<file path="src/rtl/product_accumulator.sv">
// ============================================================================
// product_accumulator: sums a stream of unsigned products into one result per group.
// Rev 1.0. Clamp on overflow instead of wrap when PRODUCT_ACC_SATURATE_EN is defined.
// ============================================================================
`default_nettype none

module product_accumulator #(
  parameter int PRODW     = 16,
  parameter int ACCW      = 24,
  parameter int MAX_TERMS = 16,
  parameter int CNTW      = $clog2(MAX_TERMS + 1)
) (
  input  logic             i_clk,
  input  logic             i_rst_n,
  input  logic             i_valid,
  output logic             o_ready,
  input  logic [PRODW-1:0] i_product,
  input  logic             i_last,
  input  logic             i_clear,
  output logic             o_valid,
  input  logic             i_ready,
  output logic [ACCW-1:0]  o_acc,
  output logic [CNTW-1:0]  o_count,
  output logic             o_overflow
);

  typedef enum logic [1:0] {
    IDLE  = 2'd0,
    ACCUM = 2'd1,
    HOLD  = 2'd2
  } state_t;

  localparam logic [CNTW-1:0] C_MAX_CNT = CNTW'(MAX_TERMS);

  state_t            r_state;
  logic [ACCW-1:0]   r_acc;
  logic [CNTW-1:0]   r_count;
  logic              r_ovf;

  state_t            w_state_nxt;
  logic [ACCW-1:0]   w_acc_nxt;
  logic [CNTW-1:0]   w_count_nxt;
  logic              w_ovf_nxt;

  logic              w_accept;
  logic [ACCW-1:0]   w_base_acc;
  logic [CNTW-1:0]   w_base_cnt;
  logic              w_base_ovf;
  logic [ACCW:0]     w_sum;
  logic              w_carry;
  logic [ACCW-1:0]   w_acc_add;
  logic [CNTW-1:0]   w_cnt_inc;
  logic              w_close;

  assign o_ready  = (r_state != HOLD);
  assign w_accept = i_valid & o_ready;

  // A clear coinciding with an accept starts the group fresh with this product.
  assign w_base_acc = i_clear ? '0 : r_acc;
  assign w_base_cnt = i_clear ? '0 : r_count;
  assign w_base_ovf = i_clear ? 1'b0 : r_ovf;

  assign w_sum     = {1'b0, w_base_acc} + (ACCW+1)'(i_product);
  assign w_carry   = w_sum[ACCW];
  assign w_cnt_inc = w_base_cnt + CNTW'(1);
  assign w_close   = i_last | (w_cnt_inc == C_MAX_CNT);

`ifdef PRODUCT_ACC_SATURATE_EN
  // Once clamped, any further nonzero term carries again, so the clamp persists.
  assign w_acc_add = w_carry ? {ACCW{1'b1}} : w_sum[ACCW-1:0];
`else
  assign w_acc_add = w_sum[ACCW-1:0];
`endif

  always_comb begin
    w_state_nxt = r_state;
    w_acc_nxt   = r_acc;
    w_count_nxt = r_count;
    w_ovf_nxt   = r_ovf;
    case (r_state)
      HOLD: begin
        if (i_ready) begin
          w_state_nxt = IDLE;
          w_acc_nxt   = '0;
          w_count_nxt = '0;
          w_ovf_nxt   = 1'b0;
        end
      end
      IDLE, ACCUM: begin
        if (w_accept) begin
          w_acc_nxt   = w_acc_add;
          w_count_nxt = w_cnt_inc;
          w_ovf_nxt   = w_base_ovf | w_carry;
          w_state_nxt = w_close ? HOLD : ACCUM;
        end else if (i_clear) begin
          w_state_nxt = IDLE;
          w_acc_nxt   = '0;
          w_count_nxt = '0;
          w_ovf_nxt   = 1'b0;
        end
      end
      default: begin
        w_state_nxt = IDLE;
        w_acc_nxt   = '0;
        w_count_nxt = '0;
        w_ovf_nxt   = 1'b0;
      end
    endcase
  end

  always_ff @(posedge i_clk) begin
    if (!i_rst_n) begin
      r_state <= IDLE;
      r_acc   <= '0;
      r_count <= '0;
      r_ovf   <= 1'b0;
    end else begin
      r_state <= w_state_nxt;
      r_acc   <= w_acc_nxt;
      r_count <= w_count_nxt;
      r_ovf   <= w_ovf_nxt;
    end
  end

  assign o_valid    = (r_state == HOLD);
  assign o_acc      = r_acc;
  assign o_count    = r_count;
  assign o_overflow = r_ovf;

endmodule

`default_nettype wire

</file>
<file path="config.mk">
export PLATFORM = sky130hd
export DESIGN_NAME = product_accumulator
export DESIGN_NICKNAME = d
export VERILOG_FILES = /design/src/rtl/product_accumulator.sv
export SDC_FILE = /design/constraint.sdc
export NUM_CORES = 1
export LEC_CHECK = 0
export BUFFER_PORTS_ARGS = -buffer_cell sky130_fd_sc_hd__buf_2
export CORE_MARGIN = 2
export CORE_UTILIZATION = 55
export CTS_BUF_LIST = sky130_fd_sc_hd__clkbuf_16
export CTS_CLUSTER_DIAMETER = 120
export DETAILED_ROUTE_END_ITERATION = 8
export PLACE_DENSITY = 0.79
export SKIP_LAST_GASP = 1
export SLEW_MARGIN = 25
export SYNTH_ARGS = -nofsm -noshare
export SYNTH_HDL_FRONTEND = slang
export SYNTH_SLANG_ARGS = --single-unit
export TNS_END_PERCENT = 50
</file>
<file path="constraint.sdc">
create_clock -name i_clk -period 4.5 [get_ports i_clk]
set_input_delay 0.675 -clock i_clk [delete_from_list [all_inputs] [get_ports i_clk]]
set_output_delay 0.675 -clock i_clk [all_outputs]
set_load 0.01 [all_outputs]
</file>
==> results of run 1 <==
worst paths after layout:
kind | from | to | slack [ps]
min reg2reg | o_acc[17] | o_acc[17] | 510
min | o_acc[17] | o_acc[17] | 510
max | i_clear | o_acc[20] | 1160
max reg2reg | o_acc[0] | o_acc[20] | 1440
worst min-delay path, stage by stage (launching register included):
cell and delay [ps]:
dfxtp_1 340, inv_1 60, o21ai_1 60
metrics by stage:
stage,instance area [um2],std cells,power (mW)
after global placement,3050,496,0.501
after floorplan,2800,398,0.451
after global routing,3210,504,0.929
final,3210,504,0.888
after detailed placement,3050,496,0.505
after CTS,3210,504,0.890
flip-flops by register name (all words and copies together) (netlist names):
name / flops
r_state: 2
o_count: 5
o_acc: 24
o_overflow: 1
kinds of logic after synthesis:
family                   after synthesis  share of synthesized area (%)
AND/OR/NAND/NOR                      171                           31.1
buffers and inverters                 40                           6.08
XOR/XNOR                              14                           4.38
AO/OA/AOI/OAI                        131                           30.9
flip-flops                            32                           22.9
adder cells (fa/ha/maj)                9                           4.24
multiplexers                           1                          0.357
layer usage:
layer  global-route usage (%)  part of all wire (%)
met5                        0                     0
met4                     7.80                   1.4
met3                     4.63                   6.7
met2                     46.6                    46
met1                     39.3                    45
where the power goes:
part           switching, mW  leakage (nW)  internal (mW)  total (mW)
Clock                  0.126        0.0850          0.258       0.384
Sequential            0.0200         0.261          0.296       0.316
Combinational          0.116          1.01         0.0721       0.188
Total                  0.262          1.35          0.626       0.888
Yosys cell counts, types with 5 or more instances:
cell type  count  area, um2
nand2_1       55        206
dfxtp_1       32        641
o21ai_0       32        160
a21oi_1       30        150
nor2_1        28        105
nor2b_1       19        119
inv_1         16       60.1
clkbuf_1      13       48.8
nand3_1       13       65.1
nand2b_1      12       75.1
xnor2_1       11       96.3
a31oi_1       10       62.6
nor3_1        10       50.1
o211ai_1       8       60.1
and2_1         7       43.8
buf_2          7       35.0
ha_1           7       87.6
nand4_1        5       31.3
area by class of cell:
class | instances | area, um2
Multi-Input combinational cell | 326 | 1990
Fill cell | 444 | 1600
Sequential cell | 32 | 641
Timing Repair Buffer | 54 | 273
Clock buffer | 5 | 125
Tap cell | 67 | 83.8
Inverter | 17 | 63.8
Clock inverter | 3 | 38.8
==> flow_metrics.py, run 1 <==
metrics = {
    "timing": {
        "finalClockSkew_ps": 6.00,
        "setup_tns_ps": 0,
        "slew_viol_final": 0,
        "hold-worst-slack_ps": 508,
        "setup_ws_ps": 1160,
        "finalCritPeriodShare_pct": 74.3,
        "worst_pin_slew_ps": 675,
        "fin_crit_ps": 3340,
        "slew-limit-headroom_pct": 54.5,
        "rsz0062_at_grt": "false",
        "hold_violations": 0,
        "final-setup-viol-count": 0,
        "max_freq_ghz": 0.299,
    },
    "cells_and_area": {
        "fin_nets": 466,
        "antenna_cells": 0,
        "final_cell_mix": "55 x nand2_1, 53 x buf_2, 32 x o21ai_0, 32 x dfxtp_1, 30 x a21oi_1",
        "drive_gt1_share_pct": 18.8,
        "syn_to_final_growth_pct": 14.8,
        "layout_commonest_cell": "nand2_1",
        "fin_util_pct": 66.7,
    },
    "synth": {
        "synth.avg_cell_area_um2": 7.04,
        "synth_flop_cell": "dfxtp_1",
        "synthCells": 398,
        "async_flop_share_pct": 0,
        "synth.distinct_cells": 70,
        "yosys_warnings": 0,
        "synth_seq_cells": 32,
        "synth_edf_count": 0,
        "netlist_area_um2": 2800,
        "yosysSeqAreaShare_pct": 22.9,
        "synth_nets": 428,
    },
    "routing": {
        "ant_nets": 0,
        "via_per_inst": 6.22,
        "wl_um": 7810,
        "via_count": 3135,
        "dr.pass1.iters": 5,
        "drtIter0Drc": 301,
        "drc": 0,
        "drt-wirelength-per-cell_um": 15.5,
    },
    "clock_tree": {
        "htreeDepth": 2,
        "cts.path.max_buffers": 2,
        "clk_latency_ps": 280,
        "cts_resized": 0,
        "path_clk_slew_ps": 60,
        "root_buffer": "clkbuf_16",
        "cts_tree": "done",
        "numCtsBuffers": 5,
        "cts_hold_buf": 0,
        "cts_sinks": 32,
        "cts_setup_buffers": 0,
    },
    "placement": {
        "dp_hpwl_um": 5540,
        "port_buffers": 53,
        "finalWeightedCongestion": 0.940,
        "place_ws_ps": 916,
    },
    "global_route": {
        "antenna_found_initial": 0,
        "grt_pass1_wl_um": 12700,
        "grt_max_degree": 32,
        "gr-usage-all-layers_pct": 28.5,
        "grt_pass1_vias": 2709,
        "gr-total-overflow": 0,
    },
    "flow_run": {
        "drv_cap": 0,
    },
    "critical_path": {
        "cp_max_fo": 18,
        "path_depth": 13,
        "cp-end-kind": "register",
        "cpMaxStageDelayCell": "fa_1",
        "setup.worst_path.start_class": "primary input",
        "crit_type": "in2reg",
        "reg2reg_depth": 12,
        "cp_data_arrival_time_ps": 3520,
        "worstPathRequired_ps": 4670,
        "cp_cell_sequence": "buf_2, nor2b_1, ha_1, inv_1, fa_1, nand2b_1, a211oi_1, o22ai_1, o21ai_1, o211ai_1, o21ai_2, a31oi_1, a31o_2",
        "crit_family": "compound AO/OA/AOI/OAI gates",
        "crit_buf_inv": 2,
        "cpPeakStageDelay_ps": 380,
    },
    "hold_path": {
        "hold_path.class": "reg2reg",
        "hold_path_depth": 2,
    },
    "die": {
        "die_w_um": 75.4,
        "row_count": 25,
        "initial_core_util_pct": 58.1,
        "core_area_um2": 4820,
        "die_h_um": 75.4,
        "dieArea_um2": 5680,
        "pin_count": 54,
    },
    "power": {
        "peakVddDrop_mv": 0.211,
        "power_leakage_nw": 1.35,
        "power-per-cell-area_nw_per_um2": 276,
    },
    "status": {
        "outcome": "finished clean",
    },
}
Note: power is estimated with default switching activity, not from simulation.
==> inputs of run 2 (changes only) <==
--- a/config.mk
+++ b/config.mk
@@ -7,11 +7,11 @@
 export LEC_CHECK = 0
 export BUFFER_PORTS_ARGS = -buffer_cell sky130_fd_sc_hd__buf_2
 export CORE_MARGIN = 2
-export CORE_UTILIZATION = 55
+export CORE_UTILIZATION = 51
 export CTS_BUF_LIST = sky130_fd_sc_hd__clkbuf_16
 export CTS_CLUSTER_DIAMETER = 120
 export DETAILED_ROUTE_END_ITERATION = 8
-export PLACE_DENSITY = 0.79
+export PLACE_DENSITY = 0.77
 export SKIP_LAST_GASP = 1
 export SLEW_MARGIN = 25
 export SYNTH_ARGS = -nofsm -noshare
==> constraint.sdc (replaced) <==
create_clock -name i_clk -period 2.9 [get_ports i_clk]
set_input_delay 0.435 -clock i_clk [delete_from_list [all_inputs] [get_ports i_clk]]
set_output_delay 0.435 -clock i_clk [all_outputs]
set_load 0.01 [all_outputs]
==> flow_metrics.py, run 2 (synthesized netlist as in run 1, its figures left out) <==
metrics = {
    "critical_path": {
        "crit_type": "reg2reg",
        "cp_cell_sequence": "nor2b_1, ha_2, inv_2, fa_2, nand2b_4, a211oi_4, o22ai_4, o21ai_2, o211ai_1, o21ai_2, buf_4, a41o_1, nand3_1",
        "cp-end-kind": "register",
        "cpPeakStageDelay_ps": 360,
        "crit_top_cell": "o21ai_2",
        "cp_data_arrival_time_ps": 2920,
        "r2r_slack_ps": 150,
        "r2r_start": "o_acc[0]",
        "worstPathRequired_ps": 3070,
        "reg2reg_depth": 13,
        "setup.worst_path.end": "o_acc[22]",
        "cp_max_fo": 5,
        "worstSetupStartpoint": "o_acc[0]",
        "regToRegEndpoint": "o_acc[22]",
        "cpMaxStageDelayCell": "fa_2",
        "setup.worst_path.start_class": "register",
    },
    "timing": {
        "setup_tns_ps": 0,
        "slew_viol_final": 0,
        "max_freq_ghz": 0.363,
        "setup_ws_ps": 146,
        "finalCritPeriodShare_pct": 95.0,
        "final-setup-viol-count": 0,
        "slew-limit-headroom_pct": 55.9,
        "rsz0062_at_grt": "false",
        "hold_violations": 0,
        "hold-worst-slack_ps": 516,
        "worst_pin_slew_ps": 654,
        "finalClockSkew_ps": 5.48,
        "fin_crit_ps": 2750,
    },
    "hold_path": {
        "hold_path.class": "reg2reg",
    },
    "routing": {
        "wl_um": 7880,
        "dr.pass1.iters": 8,
        "via_per_inst": 6.14,
        "drc": 0,
        "via_count": 3145,
        "drt-wirelength-per-cell_um": 15.4,
        "drtIter0Drc": 230,
        "ant_nets": 0,
    },
    "die": {
        "row_count": 26,
        "dieArea_um2": 6100,
        "core_area_um2": 5200,
        "initial_core_util_pct": 53.8,
        "die_h_um": 78.1,
        "pin_count": 54,
        "die_w_um": 78.1,
    },
    "clock_tree": {
        "cts_tree": "done",
        "cts_setup_buffers": 0,
        "cts.path.max_buffers": 2,
        "cts_resized": 0,
        "htreeDepth": 2,
        "numCtsBuffers": 5,
        "cts_sinks": 32,
        "cts_hold_buf": 0,
        "clk_latency_ps": 280,
        "root_buffer": "clkbuf_16",
        "path_clk_slew_ps": 60,
    },
    "power": {
        "power_leakage_nw": 1.41,
        "peakVddDrop_mv": 0.259,
        "power-per-cell-area_nw_per_um2": 417,
        "power_mw": 1.40,
    },
    "flow_run": {
        "drv_cap": 0,
    },
    "global_route": {
        "top_usage_layer": "met2",
        "use_met2_pct": 44.0,
        "grt_max_degree": 47,
        "gr-usage-met3_pct": 4.71,
        "gr-usage-all-layers_pct": 26.1,
        "grt_pass1_wl_um": 13100,
        "gr-total-overflow": 0,
        "antenna_found_initial": 0,
        "grt_pass1_vias": 2771,
        "gr-usage-met1_pct": 34.3,
    },
    "cells_and_area": {
        "antenna_cells": 0,
        "fin_util_pct": 64.4,
        "multiInputGateArea_um2": 2070,
        "syn_to_final_growth_pct": 19.7,
        "largest_reg_flops": 24,
        "fin_nets": 471,
        "fill_cells": 475,
        "drive_gt1_share_pct": 22.2,
        "layout_commonest_cell": "nand2_1",
        "seqCellArea_um2": 642,
        "final_cell_mix": "55 x nand2_1, 53 x buf_2, 31 x dfxtp_1",
    },
    "placement": {
        "place_ws_ps": -1.06,
        "dp_hpwl_um": 5750,
        "finalWeightedCongestion": 0.951,
        "port_buffers": 53,
    },
    "status": {
        "outcome": "finished clean",
    },
}
run 2: area by class of cell:
type / instances / share of cell area (%)
clock buffers: 5 / 3.73
clock inverters: 3 / 1.16
inverters: 17 / 1.90
multi-input cells: 326 / 61.8
flip-flops and latches: 32 / 19.2
well taps: 70 / 2.61
repair buffers: 59 / 9.63
run 2: metal layers:
| metal | vias to the layer above | wire [um] |
|---|---|---|
| met1 | 1448 | 3450 |
| met5 | - | 0 |
| met4 | 0 | 117 |
| li1 | 1526 | - |
| met2 | 156 | 3720 |
| met3 | 15 | 587 |
run 2: metrics by stage:
stage,std cells,cell area (um2)
final,512,3350
after detailed placement,504,3160
after global placement,504,3160
after floorplan,398,2880
after CTS,512,3320
after global routing,512,3350
run 2: how the worst min path moves through the flow:
stage	start	to	slack [ps]	depth (start not counted)
3_5_place_dp	o_acc[19]	o_acc[19]	500	2
3_3_place_gp	o_acc[17]	o_acc[17]	490	2
5_1_grt	i_last	r_state[0]	530	4
4_1_cts	o_acc[19]	o_acc[19]	510	2
6_report	o_acc[17]	o_acc[17]	520	2
2_1_floorplan	o_acc[14]	o_acc[14]	500	2
run 2: worst max-delay path: cells and delay by family (launching register included):
kind	cells	cell delay (ps)
flip-flops	1	350
AND/OR/NAND/NOR	3	380
adder cells (fa/ha/maj)	2	560
AO/OA/AOI/OAI	6	1140
buffers and inverters	2	200
run 2: report_power, final:
group / total, mW / internal (mW) / switching, mW
sequential: 0.491 / 0.460 / 0.0310
clock: 0.595 / 0.400 / 0.195
combinational: 0.311 / 0.124 / 0.188
